==> config.mk <==
export PLATFORM = sky130hd
export DESIGN_NAME = snow64_instr_decoder
export DESIGN_NICKNAME = d
export VERILOG_FILES = /design/src/rtl/snow64_instr_decoder_pkg.sv /design/src/rtl/snow64_instr_decode_comb.sv /design/src/rtl/snow64_instr_decoder.sv
export SDC_FILE = /design/constraint.sdc
export NUM_CORES = 1
export LEC_CHECK = 0
export BUFFER_PORTS_ARGS = -buffer_cell sky130_fd_sc_hd__buf_2
export CAP_MARGIN = 20
export CORE_ASPECT_RATIO = 0.7
export CORE_MARGIN = 1
export CORE_UTILIZATION = 42
export DETAILED_ROUTE_END_ITERATION = 8
export GPL_TIMING_DRIVEN = 1
export PLACE_DENSITY = 0.86
export SYNTH_ARGS = -nofsm -noshare
export SYNTH_HDL_FRONTEND = slang
export SYNTH_SLANG_ARGS = --single-unit
==> constraint.sdc <==
create_clock -name clk -period 15.6 [get_ports clk]
set_input_delay 2.34 -clock clk [delete_from_list [all_inputs] [get_ports clk]]
set_output_delay 2.34 -clock clk [all_outputs]
set_load 0.1 [all_outputs]
==> src/rtl/snow64_instr_decoder_pkg.sv <==
// Shared types and encoding constants for the Snow64 instruction decoder.
// Field positions and per-group opcode limits live here so the decoder and its users agree.
// No logic; no latency; no flow control.
package PkgSnow64Cpu;
    localparam int WIDTH__CPU_ADDR = 64;
endpackage

package PkgSnow64InstrDecoder;
    import PkgSnow64Cpu::*;

    localparam int WIDTH__INSTR   = 32;
    localparam int WIDTH__IMM     = WIDTH__CPU_ADDR;
    localparam int WIDTH__IMM_RAW = 12;

    localparam int POS_GROUP_HI   = 31;
    localparam int POS_GROUP_LO   = 28;
    localparam int POS_RA_HI      = 27;
    localparam int POS_RA_LO      = 24;
    localparam int POS_RB_HI      = 23;
    localparam int POS_RB_LO      = 20;
    localparam int POS_RC_HI      = 19;
    localparam int POS_RC_LO      = 16;
    localparam int POS_OPCODE_HI  = 15;
    localparam int POS_OPCODE_LO  = 12;
    localparam int POS_OP_TYPE_HI = 11;
    localparam int POS_OP_TYPE_LO = 9;
    localparam int POS_IMM_HI     = 11;
    localparam int POS_IMM_LO     = 0;

    localparam logic [3:0] MAX_OPCODE_ALU_FPU   = 4'd13;
    localparam logic [3:0] MAX_OPCODE_CTRL_FLOW = 4'd5;
    localparam logic [3:0] MAX_OPCODE_LOAD      = 4'd15;
    localparam logic [3:0] MAX_OPCODE_STORE     = 4'd15;

    typedef enum logic [1:0] {
        GrpAluFpu   = 2'd0,
        GrpCtrlFlow = 2'd1,
        GrpLoad     = 2'd2,
        GrpStore    = 2'd3
    } Snow64InstrGrp_t;

    typedef struct packed {
        Snow64InstrGrp_t        group;
        logic [3:0]             ra_index;
        logic [3:0]             rb_index;
        logic [3:0]             rc_index;
        logic [3:0]             opcode;
        logic [2:0]             op_type;
        logic [WIDTH__IMM-1:0]  signext_imm;
        logic                   nop;
    } PortOut_InstrDecoder;

    function automatic logic [3:0] max_opcode(input Snow64InstrGrp_t grp);
        case (grp)
            GrpAluFpu:   return MAX_OPCODE_ALU_FPU;
            GrpCtrlFlow: return MAX_OPCODE_CTRL_FLOW;
            GrpLoad:     return MAX_OPCODE_LOAD;
            default:     return MAX_OPCODE_STORE;
        endcase
    endfunction
endpackage

==> src/rtl/snow64_instr_decode_comb.sv <==
// Combinational decode of one raw Snow64 instruction word into PortOut_InstrDecoder.
// Latency: zero (pure combinational).
// Backpressure: none; output always reflects the current input.
module snow64_instr_decode_comb
    import PkgSnow64InstrDecoder::*;
(
    input  logic [WIDTH__INSTR-1:0] in,
    output PortOut_InstrDecoder     out
);

    logic [3:0]      grp4;
    logic [3:0]      opcode;
    Snow64InstrGrp_t grp;
    logic            legal;

    always_comb begin
        grp4   = in[POS_GROUP_HI:POS_GROUP_LO];
        opcode = in[POS_OPCODE_HI:POS_OPCODE_LO];
        grp    = Snow64InstrGrp_t'(grp4[1:0]);
        legal  = (grp4[3:2] == 2'b00) && (opcode <= max_opcode(grp));

        // Illegal words collapse to a bubble with only nop set.
        out = '0;
        if (!legal) begin
            out.nop = 1'b1;
        end else begin
            out.group    = grp;
            out.ra_index = in[POS_RA_HI:POS_RA_LO];
            out.rb_index = in[POS_RB_HI:POS_RB_LO];
            out.rc_index = in[POS_RC_HI:POS_RC_LO];
            out.opcode   = opcode;
            if (grp == GrpAluFpu) begin
                out.op_type = in[POS_OP_TYPE_HI:POS_OP_TYPE_LO];
            end else begin
                out.signext_imm = {{(WIDTH__IMM - WIDTH__IMM_RAW){in[POS_IMM_HI]}},
                                   in[POS_IMM_HI:POS_IMM_LO]};
            end
        end
    end

endmodule

==> src/rtl/snow64_instr_decoder.sv <==
// Snow64 instruction decoder: combinational decode plus a registered copy with valid flag.
// Latency: out is zero-cycle; out_q/out_q_valid are one cycle after in/in_valid.
// Backpressure: none; every valid input is captured on the next edge.
module snow64_instr_decoder
    import PkgSnow64InstrDecoder::*;
(
    input  logic                    clk,
    input  logic                    rst,
    input  logic [WIDTH__INSTR-1:0] in,
    input  logic                    in_valid,
    output PortOut_InstrDecoder     out,
    output PortOut_InstrDecoder     out_q,
    output logic                    out_q_valid
);

    PortOut_InstrDecoder dec_d;
    PortOut_InstrDecoder dec_q;
    logic                dec_vld_d;
    logic                dec_vld_q;

    snow64_instr_decode_comb u_decode_comb (
        .in  (in),
        .out (out)
    );

    // Registered decode holds across invalid cycles; only the flag drops.
    always_comb begin
        dec_d     = dec_q;
        dec_vld_d = 1'b0;
        if (rst) begin
            dec_d = '0;
        end else if (in_valid) begin
            dec_d     = out;
            dec_vld_d = 1'b1;
        end
    end

    always_ff @(posedge clk) begin
        dec_q     <= dec_d;
        dec_vld_q <= dec_vld_d;
    end

    assign out_q       = dec_q;
    assign out_q_valid = dec_vld_q;

endmodule

==> results.sh <==
export IMPL_status="complete, no violations"
export IMPL_yosysWarningCount=0
export IMPL_cts_hold_repair_buffers=0
export IMPL_rr_endpoint="out_q[63]"
export IMPL_p_sw_frac=0.519
export IMPL_ctsHtreeMaxLevel=2
export IMPL_skew_ns=0
export IMPL_dr_pass1_iters=4
export IMPL_path_class="input pin to primary output"
export IMPL_grt_pass1_vias=1728
export IMPL_core_area_mm2=0.00573
export IMPL_end_kind="primary output"
export IMPL_hold_path_class="flop to flop"
export IMPL_gp_congestion=0.826
export IMPL_fin_crit_sh=0.480
export IMPL_required_ns=13.26
export IMPL_tightest_slew_ns=1.01
export IMPL_dp_hpwl_um=4270
export IMPL_dr_total_vias=2150
export IMPL_crit_start="in[31]"
export IMPL_routed_wirelength_um=5790
export IMPL_drive_gt1_frac=0.640
export IMPL_die_w_um=94.2
export IMPL_setup_viol=0
export IMPL_drtAntennaViolNets=0
export IMPL_cts_resized=0
export IMPL_syn_avg_cell_area_um2=8.89
export IMPL_critPathCapture="out[53]"
export IMPL_port_buffers=207
export IMPL_clock_latency_ns=0.28
export IMPL_fillers=559
export IMPL_ir_worst_vdd_v=0.0000549
export IMPL_power_frac_clock=0.225
export IMPL_mostFrequentLayoutCells="buf_2 (207), dfxtp_1 (34), and2_1 (17)"
export IMPL_wl_per_cell_um=12.8
export IMPL_yosysUniqueCellTypes=31
export IMPL_crit_arrival_ns=5.15
export IMPL_clock_sinks=35
export IMPL_rsz0062_at_grt="false"
export IMPL_synth_edf_count=0
export IMPL_p_seq_frac=0.319
export IMPL_drcViolationCount=0
export IMPL_reg2reg_slack_ns=14.22
export IMPL_combinationalPowerShare=0.456
export IMPL_p_int_uw=140
export IMPL_diodes=0
export IMPL_io_pins=208
export IMPL_grt_overflow=0
export IMPL_holdWs_ns=0.461
export IMPL_fin_tns_setup_ns=0
export IMPL_fmax_ghz=0.134
export IMPL_dp_cells=445
export IMPL_p_total_uw=290
export IMPL_antenna_found_initial=0
export IMPL_dieArea_mm2=0.00627
export IMPL_syn_num_nets=318
export IMPL_first_iter_violations=60
export IMPL_grt_usage=0.174
export IMPL_grt_pass1_wl_um=8380
export IMPL_layout_commonest_cell="buf_2"
export IMPL_grt_max_degree=55
export IMPL_vias_per_cell=4.75
export IMPL_ys_ff_latch=35
export IMPL_final_util=0.503
export IMPL_ys_seq_area_frac=0.280
export IMPL_area_growth_syn_to_layout_pct=15.2
export IMPL_fin_nets=414
export IMPL_reg2reg_depth=2
export IMPL_row_count=23
export IMPL_maxSlewHeadroom=0.324
export IMPL_timing_rr_start="out_q[63]"
export IMPL_seq_area_um2=702
export IMPL_synthCells=281
export IMPL_hold_violations=0
export IMPL_cts_buffers_inserted=5
export IMPL_multi_input_area_um2=943
export IMPL_clockBufferDepth=2
export IMPL_die_height_um=66.5
export IMPL_worstSetupStartpointType="input pin"
export IMPL_clk_pin_slew_worst_paths_ns=0.06
export IMPL_p_leak_nw=1.74
export IMPL_initial_utilization=0.436
export IMPL_final_cells=453
export IMPL_ys_async_sr_fraction=0
export IMPL_path_max_fanout=53
export IMPL_post_cts_buffers=0
export IMPL_synth_flop_cell="dfxtp_1"
export IMPL_drv_cap=0
export IMPL_min_period_ns=7.49
export IMPL_p_switching_uw=151
export IMPL_power_density_mw_per_mm2=101
export IMPL_syn_area_mm2=0.00250
export IMPL_cts_root_buf="clkbuf_8"
export IMPL_cts_tree="yes"
export IMPL_slew_violations=0
## power groups by stage
stage	clock (mW)	combinational, mW	sequential (mW)
after CTS	0.0663	0.133	0.0927
after global routing	0.0721	0.136	0.0931
final	0.0653	0.132	0.0927
after detailed placement	0	0.133	0.0948
after global placement	0	0.132	0.0947
after floorplan	0	0.109	0.110
## Yosys cell counts, types with 2 or more instances
master | instances | area share
buf_4 | 105 | 0.32
dfxtp_1 | 35 | 0.28
and2_1 | 17 | 0.043
nand2_1 | 16 | 0.024
or3b_2 | 16 | 0.056
o31ai_1 | 14 | 0.042
a32o_1 | 13 | 0.052
clkbuf_1 | 13 | 0.020
and3_1 | 12 | 0.030
a21oi_1 | 6 | 0.012
nand2b_1 | 6 | 0.015
o2111ai_1 | 4 | 0.014
ha_1 | 2 | 0.010
inv_1 | 2 | 0.0030
nor2_1 | 2 | 0.0030
nor2_2 | 2 | 0.0050
nor3b_1 | 2 | 0.0060
## through the flow
step                worst slack, ns  instance area [µm²]
floorplan                      3.83                 2500
global placement               8.24                 2790
detailed placement             8.11                 2790
CTS                            8.12                 2880
global route                   7.81                 2880
finish                         8.11                 2880
## sequential cells by signal (all words and copies together), names as in the netlist
signal	cells
out_q	34
out_q_valid	1
## kinds of logic (layout without fill, tap and decap cells)
group / after synthesis / after routing / share of synthesized area
compound gates: 44 / 44 / 0.165
fa+ha+maj: 2 / 2 / 0.0100
flops: 35 / 35 / 0.280
buf+inv: 122 / 219 / 0.344
simple gates: 78 / 78 / 0.200
## layout make-up
type,instances,share of cell area
Clock buffer,6,0.0252
Clock inverter,2,0.00435
Inverter,3,0.00391
Multi-Input combinational cell,124,0.328
Sequential cell,35,0.244
Tap cell,75,0.0326
Timing Repair Buffer,208,0.362
## worst max-delay path: stages
cell      delay (ns)
buf_2           0.10
nor2_2          0.69
a21boi_4        0.61
inv_2           0.31
nor3b_2         0.23
buf_4           0.34
buf_2           0.50
## how the worst min path moves through the flow
stage | startpoint | to | slack [ns] | cells after the start
floorplan | out_q[68] | out_q[68] | 0.91 | 2
global placement | out_q[7] | out_q[7] | 0.45 | 1
detailed placement | out_q[1] | out_q[1] | 0.45 | 1
CTS | out_q[1] | out_q[1] | 0.47 | 1
global route | out_q[1] | out_q[1] | 0.49 | 1
finish | out_q[1] | out_q[1] | 0.46 | 1
## layer usage
layer | up-vias | share of wire | wire length [µm] | track usage
li1 | 1053 | - | - | -
met1 | 981 | 0.42 | 2410 | 0.200
met2 | 107 | 0.50 | 2920 | 0.313
met3 | 9 | 0.069 | 397 | 0.0468
met4 | 0 | 0.010 | 60 | 0.0558
met5 | - | 0 | 0 | 0
Note: power is estimated with default switching activity, not from simulation.
